==> config.mk <==
export PLATFORM = sky130hd
export DESIGN_NAME = conv3d_sequencer
export DESIGN_NICKNAME = d
export VERILOG_FILES = /design/src/rtl/conv3d_pkg.sv /design/src/rtl/conv3d_stream_reg.sv /design/src/rtl/conv3d_sequencer.sv
export SDC_FILE = /design/constraint.sdc
export NUM_CORES = 1
export LEC_CHECK = 0
export BUFFER_PORTS_ARGS = -buffer_cell sky130_fd_sc_hd__clkbuf_2
export CELL_PAD_IN_SITES_DETAIL_PLACEMENT = 0
export CELL_PAD_IN_SITES_GLOBAL_PLACEMENT = 1
export CORE_MARGIN = 2
export CORE_UTILIZATION = 25
export DETAILED_ROUTE_END_ITERATION = 10
export PLACE_DENSITY = 0.71
export SYNTH_ARGS = -nofsm -noshare
export SYNTH_HDL_FRONTEND = slang
export SYNTH_HIERARCHICAL = 1
export SYNTH_SLANG_ARGS = --single-unit
==> constraint.sdc <==
create_clock -name clk -period 2.8 [get_ports clk]
set_input_delay 0.28 -clock clk [delete_from_list [all_inputs] [get_ports clk]]
set_output_delay 0.28 -clock clk [all_outputs]
set_load 0.02 [all_outputs]
==> src/rtl/conv3d_pkg.sv <==
// Shared constants and state encoding for the 3D convolution core front-end.
// Derived frame sizes are functions so the top can follow its own parameters.
package conv3d_pkg;

  localparam int IMG_W_DEF  = 9;
  localparam int K_DEF      = 3;
  localparam int STRIDE_DEF = 1;
  localparam int DW_DEF     = 8;
  localparam int OW_DEF     = 32;
  localparam int TMO_DEF    = 4095;

  function automatic int npix(input int img_w);
    return img_w * img_w;
  endfunction

  function automatic int ncoef(input int k);
    return k * k;
  endfunction

  function automatic int od(input int img_w, input int k, input int stride);
    return (img_w - k) / stride + 1;
  endfunction

  // Two filters, each producing an OD x OD output plane.
  function automatic int nres(input int img_w, input int k, input int stride);
    return 2 * od(img_w, k, stride) * od(img_w, k, stride);
  endfunction

  typedef enum logic [2:0] {
    IDLE,
    CLR_IMG,
    LOAD_IMG,
    CLR_FLT,
    LOAD_FLT,
    GO,
    RUN,
    FIN
  } state_t;

endpackage

==> src/rtl/conv3d_stream_reg.sv <==
// Valid/ready capture stage: accepts a beat while enabled and holds it
// on dout until the next accepted beat; fire marks the accepting cycle.
module conv3d_stream_reg #(
  parameter int W = 8
) (
  input  logic         clk,
  input  logic         rst,
  input  logic         en,
  input  logic         valid,
  input  logic [W-1:0] din,
  output logic         ready,
  output logic         fire,
  output logic [W-1:0] dout
);

  assign ready = en;
  assign fire  = valid && en;

  always_ff @(posedge clk or posedge rst) begin
    if (rst) begin
      dout <= '0;
    end else if (fire) begin
      dout <= din;
    end
  end

endmodule

==> src/rtl/conv3d_sequencer.sv <==
// Front-end sequencer for the 3D convolution core: streams image and filters
// in, drives the core's load/go protocol, then collects and counts results.
module conv3d_sequencer
  import conv3d_pkg::*;
#(
  parameter int IMG_W  = IMG_W_DEF,
  parameter int K      = K_DEF,
  parameter int STRIDE = STRIDE_DEF,
  parameter int DW     = DW_DEF,
  parameter int OW     = OW_DEF,
  parameter int TMO    = TMO_DEF
) (
  input  logic          clk,
  input  logic          reset,
  input  logic          start,
  output logic          busy,
  input  logic          pix_valid,
  output logic          pix_ready,
  input  logic [3*DW-1:0] pix_rgb,
  input  logic          coef_valid,
  output logic          coef_ready,
  input  logic [6*DW-1:0] coef_bus,
  output logic          rst_data,
  output logic          ld,
  output logic          lf_0,
  output logic          lf_1,
  output logic          go,
  output logic [DW-1:0] data_in_R,
  output logic [DW-1:0] data_in_G,
  output logic [DW-1:0] data_in_B,
  output logic [DW-1:0] data_in_f0_R,
  output logic [DW-1:0] data_in_f0_G,
  output logic [DW-1:0] data_in_f0_B,
  output logic [DW-1:0] data_in_f1_R,
  output logic [DW-1:0] data_in_f1_G,
  output logic [DW-1:0] data_in_f1_B,
  input  logic          core_done,
  input  logic          core_valid,
  input  logic [OW-1:0] core_out,
  output logic          res_valid,
  output logic [OW-1:0] res_data,
  output logic          frame_done,
  output logic [7:0]    res_count,
  output logic          timeout
);

  localparam int N_PIX  = npix(IMG_W);
  localparam int N_COEF = ncoef(K);
  localparam int N_RES  = nres(IMG_W, K, STRIDE);

  state_t          state_reg, state_next;
  logic [6:0]      pix_cnt_reg;
  logic [3:0]      coef_cnt_reg;
  logic [11:0]     tmo_cnt_reg;
  logic [7:0]      res_cnt_reg, res_cnt_next;
  logic            timeout_reg;
  logic            rst_data_reg, ld_reg, lf_reg, go_reg;
  logic            pix_fire, coef_fire;
  logic            pix_last, coef_last, tmo_hit;
  logic [3*DW-1:0] pix_lanes;
  logic [6*DW-1:0] coef_lanes;

  conv3d_stream_reg #(.W(3*DW)) u_pix (
    .clk   (clk),
    .rst   (reset),
    .en    (state_reg == LOAD_IMG),
    .valid (pix_valid),
    .din   (pix_rgb),
    .ready (pix_ready),
    .fire  (pix_fire),
    .dout  (pix_lanes)
  );

  conv3d_stream_reg #(.W(6*DW)) u_coef (
    .clk   (clk),
    .rst   (reset),
    .en    (state_reg == LOAD_FLT),
    .valid (coef_valid),
    .din   (coef_bus),
    .ready (coef_ready),
    .fire  (coef_fire),
    .dout  (coef_lanes)
  );

  assign pix_last  = pix_fire && (pix_cnt_reg == 7'(N_PIX - 1));
  assign coef_last = coef_fire && (coef_cnt_reg == 4'(N_COEF - 1));
  assign tmo_hit   = (tmo_cnt_reg == 12'(TMO - 1));

  always_comb begin
    state_next = state_reg;
    case (state_reg)
      IDLE:     if (start) state_next = CLR_IMG;
      CLR_IMG:  state_next = LOAD_IMG;
      LOAD_IMG: if (pix_last) state_next = CLR_FLT;
      CLR_FLT:  state_next = LOAD_FLT;
      LOAD_FLT: if (coef_last) state_next = GO;
      GO:       state_next = RUN;
      RUN:      if (core_done || tmo_hit) state_next = FIN;
      FIN:      state_next = IDLE;
      default:  state_next = IDLE;
    endcase
  end

  always_comb begin
    res_cnt_next = res_cnt_reg;
    if (state_reg == CLR_IMG) begin
      res_cnt_next = '0;
    end else if (res_valid && res_cnt_reg != 8'hFF) begin
      res_cnt_next = res_cnt_reg + 8'd1;
    end
  end

  always_ff @(posedge clk or posedge reset) begin
    if (reset) begin
      state_reg    <= IDLE;
      pix_cnt_reg  <= '0;
      coef_cnt_reg <= '0;
      tmo_cnt_reg  <= '0;
      res_cnt_reg  <= '0;
      timeout_reg  <= 1'b0;
      rst_data_reg <= 1'b1;
      ld_reg       <= 1'b0;
      lf_reg       <= 1'b0;
      go_reg       <= 1'b0;
    end else begin
      state_reg    <= state_next;
      res_cnt_reg  <= res_cnt_next;
      rst_data_reg <= (state_next == IDLE) || (state_next == CLR_IMG) || (state_next == CLR_FLT);
      ld_reg       <= pix_fire;
      // Held through GO so the core still latches the final coefficient beat.
      lf_reg       <= (state_next == CLR_FLT) || (state_next == LOAD_FLT) || (state_reg == LOAD_FLT);
      go_reg       <= (state_next == GO);

      if (state_reg == CLR_IMG) begin
        pix_cnt_reg <= '0;
      end else if (pix_fire) begin
        pix_cnt_reg <= pix_cnt_reg + 7'd1;
      end

      if (state_reg == CLR_FLT) begin
        coef_cnt_reg <= '0;
      end else if (coef_fire) begin
        coef_cnt_reg <= coef_cnt_reg + 4'd1;
      end

      if (state_reg == GO) begin
        tmo_cnt_reg <= '0;
      end else if (state_reg == RUN) begin
        tmo_cnt_reg <= tmo_cnt_reg + 12'd1;
      end

      // Decided on RUN exit (final count included) so the flag is visible during FIN.
      if (state_reg == IDLE && start) begin
        timeout_reg <= 1'b0;
      end else if (state_reg == RUN && state_next == FIN) begin
        if ((tmo_hit && !core_done) || (res_cnt_next != 8'(N_RES))) begin
          timeout_reg <= 1'b1;
        end
      end
    end
  end

  assign busy       = (state_reg != IDLE);
  assign frame_done = (state_reg == FIN);
  assign res_valid  = core_valid && (state_reg == RUN);
  assign res_data   = res_valid ? core_out : '0;
  assign res_count  = res_cnt_reg;
  assign timeout    = timeout_reg;

  assign rst_data = rst_data_reg;
  assign ld       = ld_reg;
  assign lf_0     = lf_reg;
  assign lf_1     = lf_reg;
  assign go       = go_reg;

  assign data_in_R    = pix_lanes[3*DW-1:2*DW];
  assign data_in_G    = pix_lanes[2*DW-1:DW];
  assign data_in_B    = pix_lanes[DW-1:0];
  assign data_in_f0_R = coef_lanes[6*DW-1:5*DW];
  assign data_in_f0_G = coef_lanes[5*DW-1:4*DW];
  assign data_in_f0_B = coef_lanes[4*DW-1:3*DW];
  assign data_in_f1_R = coef_lanes[3*DW-1:2*DW];
  assign data_in_f1_G = coef_lanes[2*DW-1:DW];
  assign data_in_f1_B = coef_lanes[DW-1:0];

endmodule

==> Yosys cells after proc, flatten, opt, wreduce, memory -nomap -nowiden <==
Index checks and enable logic that the tools add are counted.
{ "totals": {"register_bits": 111, "wordCells": 75, "output_inout_bits": 123, "inputBits": 111} }
{ "op_classes": {"reduce_logical": 25, "add_sub_neg": 4, "n_mux": 17, "n_eq_ne": 17} }
{ "op_table": {"columns": ["cell", "count"], "rows": [
  ["two-way mux 32 bit", 1],
  ["two-way mux 12 bit", 2],
  ["case mux 3 bit (8 select lines)", 1],
  ["== test 3 bit, second input constant", 7],
  ["two-way mux 8 bit", 2],
  ["two-way mux 7 bit", 2],
  ["adder 12 x 1 -> 12 bit, second input constant", 1],
  ["== test 12 bit, second input constant", 1],
  ["two-way mux 3 bit", 4],
  ["nonzero test 2 bit", 5],
  ["== test 3 x 2 -> 1 bit, second input constant", 3],
  ["logical AND 1 bit", 9],
  ["adder 8 x 1 -> 8 bit, second input constant", 1],
  ["two-way mux 4 bit", 2],
  ["inequality test 8 x 7 -> 1 bit, second input constant", 1],
  ["inequality test 8 bit, second input constant", 1],
  ["adder 7 x 1 -> 7 bit, second input constant", 1],
  ["== test 7 bit, second input constant", 1],
  ["== test 3 x 1 -> 1 bit, second input constant", 2],
  ["logical NOT 3 bit", 2],
  ["logical OR 1 bit", 6],
  ["adder 4 x 1 -> 4 bit, second input constant", 1],
  ["== test 4 bit, second input constant", 1],
  ["two-way mux 1 bit", 3],
  ["3 further kinds", 3]
]} }

==> Depth between registers and ports, before layout <==
{ "logic_depth": {"word_depth": 10, "mapped_depth": 11} }

==> Hierarchy <==
The synthesis kept the hierarchy.
{ "by_module_without_submodules": {"columns": ["mod", "n_inst", "area_each_um2", "seq_area_each_um2", "cells_per_inst"], "rows": [
  ["conv3d_sequencer", 1, 2342.2, 977.2, 255],
  ["conv3d_stream_reg at u_coef", 1, 1831.8, 1201.2, 105],
  ["conv3d_stream_reg at u_pix", 1, 985.9, 600.6, 54]
]} }

==> Worst setup path after synthesis <==
OpenSTA, ideal clock, no wires.
{ "synth_timing": {"path_type": "register to register", "from": "reg state_reg[0]", "to": "reg rst_data_reg, in the netlist rst_data", "path_stages_with_launch": 12, "arrival_ps": 2244, "path_slack_ps": 496, "required_time_ps": 2740, "path_buffers": 3, "cell_sequence": "dfrtp_1 -> buf_4 -> nor3b_1 -> nand2_2 -> buf_6 -> inv_1 -> buf_2 -> nand4b_1 -> nor4b_1 -> nand2_2 -> or4b_4 -> o21ba_1"} }
{ "synth_between": {"elab_chain_len": 8, "word_cells_on_any_way": 22} }
{ "synth_lines": {"columns": ["element", "line", "source"], "rows": [
  ["start, declared", "conv3d_sequencer.sv:51", "state_t state_reg, state_next;"],
  ["start signal, assigned", "conv3d_sequencer.sv:126", "state_reg <= state_next;"],
  ["== test 3 x 2 -> 1 bit *", "conv3d_sequencer.sv:66", ".en (state_reg == LOAD_IMG),"],
  ["logical AND 1 bit *", "conv3d_stream_reg.sv:17", "assign fire = valid && en;"],
  ["named net pix_fire", "conv3d_sequencer.sv:58", "logic pix_fire, coef_fire;"],
  ["logical AND 1 bit *", "conv3d_sequencer.sv:85", "assign pix_last = pix_fire && (pix_cnt_reg == 7'(N_PIX - 1));"],
  ["two-way mux 3 bit *", "conv3d_sequencer.sv:94", "LOAD_IMG: if (pix_last) state_next = CLR_FLT;"],
  ["case mux 3 bit (8 select lines) *", "conv3d_sequencer.sv:91", "case (state_reg)"],
  ["named net state_next[0]", "conv3d_sequencer.sv:51", null],
  ["== test 3 x 1 -> 1 bit or logical NOT 3 bit (tied branches)", "conv3d_sequencer.sv:128", "rst_data_reg <= (state_next == IDLE) || (state_next == CLR_IMG) || (state_next == CLR_FLT);"],
  ["logical OR 1 bit", "conv3d_sequencer.sv:128", null],
  ["logical OR 1 bit *", "conv3d_sequencer.sv:128", null],
  ["end signal, assigned", "conv3d_sequencer.sv:128", null],
  ["end, declared", "conv3d_sequencer.sv:57", "logic rst_data_reg, ld_reg, lf_reg, go_reg;"]
]} }
Mark *: on every way through the listed nets, which the timed path passes. The rest lies on a longest branch.
A chain may end at the register's enable or synchronous reset.

==> Final worst setup path <==
{ "layout_timing": {"from": "reg state_reg[1]", "to": "reg rst_data_reg, in the netlist rst_data"} }
Same word-level chain as after synthesis.

==> summary.md <==
| Metric | Value |
|---|---|
| Outcome | finished clean |
| RSZ-0062 raised after global routing | false |
| CTS tree | yes |
| PostCTS Resize Cnt | 0 |
| Die W | 148 um |
| Synthesized cell area | 5160 sq um |
| Post-route minimum period | 2.31 ns |
| Reg2reg end | rst_data |
| XOR/XNOR share of the synthesized area | 2.04% |
| Total number of vias | 3,863 |
| Max Clk Rate | 0.432 GHz |
| Crit start category | flip-flop |
| Routed len/inst | 13.4 um |
| Most frequent cells in the layout | clkbuf_2, dfrtp_1, mux2_2 |
| Die height | 148 um |
| Placed cells | 899 |
| Ys flop type | dfrtp_1 |
| Critical path class | flip-flop to flip-flop |
| Slew headroom | 34.2% |
| R2r worst-path depth | 8 |
| Synth-to-layout area growth | 32.8% |
| Worst vdd rail ir drop | 0.479 mV |
| Post-synth ARST share | 100% |
| Largest net degree at the start of global routing | 49 |
| Final Skew | 0.00730 ns |
| Simple-gate share of the synthesized area | 14.5% |
| Post-synth EDFFs | 0 |
| Synth unique cells | 53 |
| Final wirelength | 12.2 mm |
| Num CTS Buffers | 9 |
| Antenna violation net count after detailed routing | 0 |
| Worst EP arrival | 2.61 ns |
| Seq/Total Area, Yosys | 53.9% |
| Worst Hold Class | input port to async pin |
| Initial cell density of the core | 25.5% |
| Die area | 21,800 sq um |
| Post-DP HPWL | 9.12 mm |
| Hold Fails Final Rpt | 0 |
| Grt ovf | 0 |
| Slew @ Worst Pin | 0.985 ns |
| Number of flip-flops in the largest register | 48 |
| CTS hold repair buffers | 0 |
| Crit-path cells | nor3b_1 -> nand2_2 -> inv_1 -> nand4b_1 -> nor4b_1 -> nand2_2 -> or4b_4 -> o21ba_1 |
| Post-synthesis mux area share | 18.5% |
| Setup Fix Bufs, Post-CTS | 0 |
| Yosys warning count | 6 |
| Crit. End Element | flip-flop |
| Period utilization | 82.6% |
| # IOs | 234 |
| CP required | 3.10 ns |
| Core area | 20,200 sq um |
| Synth Area in Compound Gates | 5.26% |
| Worst path max stage delay | 0.57 ns |
| Post-synthesis net count | 532 |
| TNS Setup | 0 ns |
| Setup violators final | 0 |
| Slowest cell on crit path | dfrtp_1 |
| Root Buffer | clkbuf_16 |
| Max Slew Vio Count | 0 |
| Cell Count, Final, Fillers Out | 915 |
| R2R setup slack | 0.49 ns |
| Synth Area in Adders | 1.70% |
| Power Density | 917 nW/um^2 |
| First-iteration detailed-routing DRC count | 76 |
| Syn avg cell area | 12.5 sq um |
| FF+latch count, synth | 111 |
| Filler cells | 2,100 |
| Vias per std cell | 4.22 |
| CTS H-tree lvls | 3 |
| Max clock buf depth | 2 |
| Post-Syn Instances | 414 |
| Clock-pin slew on the worst setup and hold paths | 0.07 ns |
| GP Congestion | 0.756 |
| Aggregate global-route resource usage | 11.2% |
| Most used cell, CP | nand2_2 |
| Share of cells above drive strength 1 | 52.4% |
| Layout net count | 758 |
| Count of input and output buffers | 233 |
| Most common cell after layout, fill and taps aside | clkbuf_2 |
| DRC Markers | 0 |
| Clock latency on the worst-skew pair | 0.35 ns |
| CTS Sinks | 111 |
| Pleak | 3.69 nW |
| Initial antenna violation count | 0 |
| Drt first pass iters | 4 |
| Vias in the first global route | 3,729 |
| FF-to-FF Start | state_reg[1] |
| Max Cap Viol | 0 |
| Rows | 52 |
| # diodes | 0 |
| Crit Path Max Fanout | 9 |
| Main combinational cell family by area after synthesis | multiplexers |
| First-pass GRT wire length | 19.7 mm |
==> cell families after synthesis <==
kind of cell	count (synthesis)
DFF	111
adders and majority gates	7
AOI/OAI and AO/OA	44
and+or+nand+nor	126
xor gates and xnor gates	12
muxes	76
buffers and inverters	38
==> power breakdown <==
part,switching [mW],total [mW],internal (mW),leakage (nW)
registers,0.346,2.42,2.08,1.46
clock network,0.582,1.33,0.745,0.150
logic,1.41,2.53,1.12,2.08
==> critical path, delay by kind of cell, from the launching register on <==
family	cells	cell delay [ns]
buf+inv	1	0.21
flops	1	0.57
compound gates	1	0.11
simple gates	6	1.35
==> final cells by class <==
cell class | instances | area (sq um) | area share, %
Clock buffer | 13 | 260 | 3.80
Clock inverter | 3 | 43.8 | 0.639
Inverter | 15 | 56.3 | 0.822
Multi-Input combinational cell | 265 | 2170 | 31.7
Sequential cell | 111 | 2780 | 40.6
Tap cell | 270 | 338 | 4.93
Timing Repair Buffer | 238 | 1200 | 17.6
==> metal layers <==
layer	global-route usage [%]	vias to the layer above	wire [um]
met5	0	-	0
met1	14.4	1831	5320
li1	-	1892	-
met2	17.7	122	5810
met3	4.20	18	866
met4	3.17	0	249
==> per-stage QoR <==
stage | hold slack, ns | utilization [%] | area [sq um] | setup slack, ns | power, mW
6_report | 0.0682 | 33.9 | 6850 | 0.486 | 6.28
2_1_floorplan | 0.295 | - | 5160 | 0.496 | 4.28
5_1_grt | 0.0992 | 33.9 | 6850 | 0.203 | 6.72
3_5_place_dp | 0.461 | 32.4 | 6550 | 0.456 | 5.02
4_1_cts | 0.0770 | 33.9 | 6850 | 0.449 | 6.41
3_3_place_gp | 0.463 | 32.4 | 6550 | 0.572 | 5.00
==> worst max path at each step <==
stage	startpoint	depth (start not counted)	endpoint	slack [ns]
global placement	state_reg[1]	8	rst_data	0.57
floorplan	state_reg[0]	11	rst_data	0.50
finish	state_reg[1]	8	rst_data	0.49
CTS	state_reg[1]	8	rst_data	0.45
detailed placement	state_reg[1]	8	rst_data	0.46
global route	state_reg[1]	8	rst_data	0.20
==> Yosys cell counts (6+ instances only) <==
master	n	share of area, %
nand3_1	7	0.68
and3_1	6	0.73
nor2_1	23	1.7
buf_6	6	1.3
o21ai_0	16	1.6
mux2_2	44	9.6
ha_1	7	1.7
inv_1	14	1.0
dfrtp_1	110	53
xor2_1	9	1.5
clkbuf_1	7	0.51
and2_1	33	4.0
nand4_1	10	1.2
mux2_4	28	8.1
nand2_1	16	1.2
a21oi_1	8	0.78
Power figures use the tool's default switching activity.
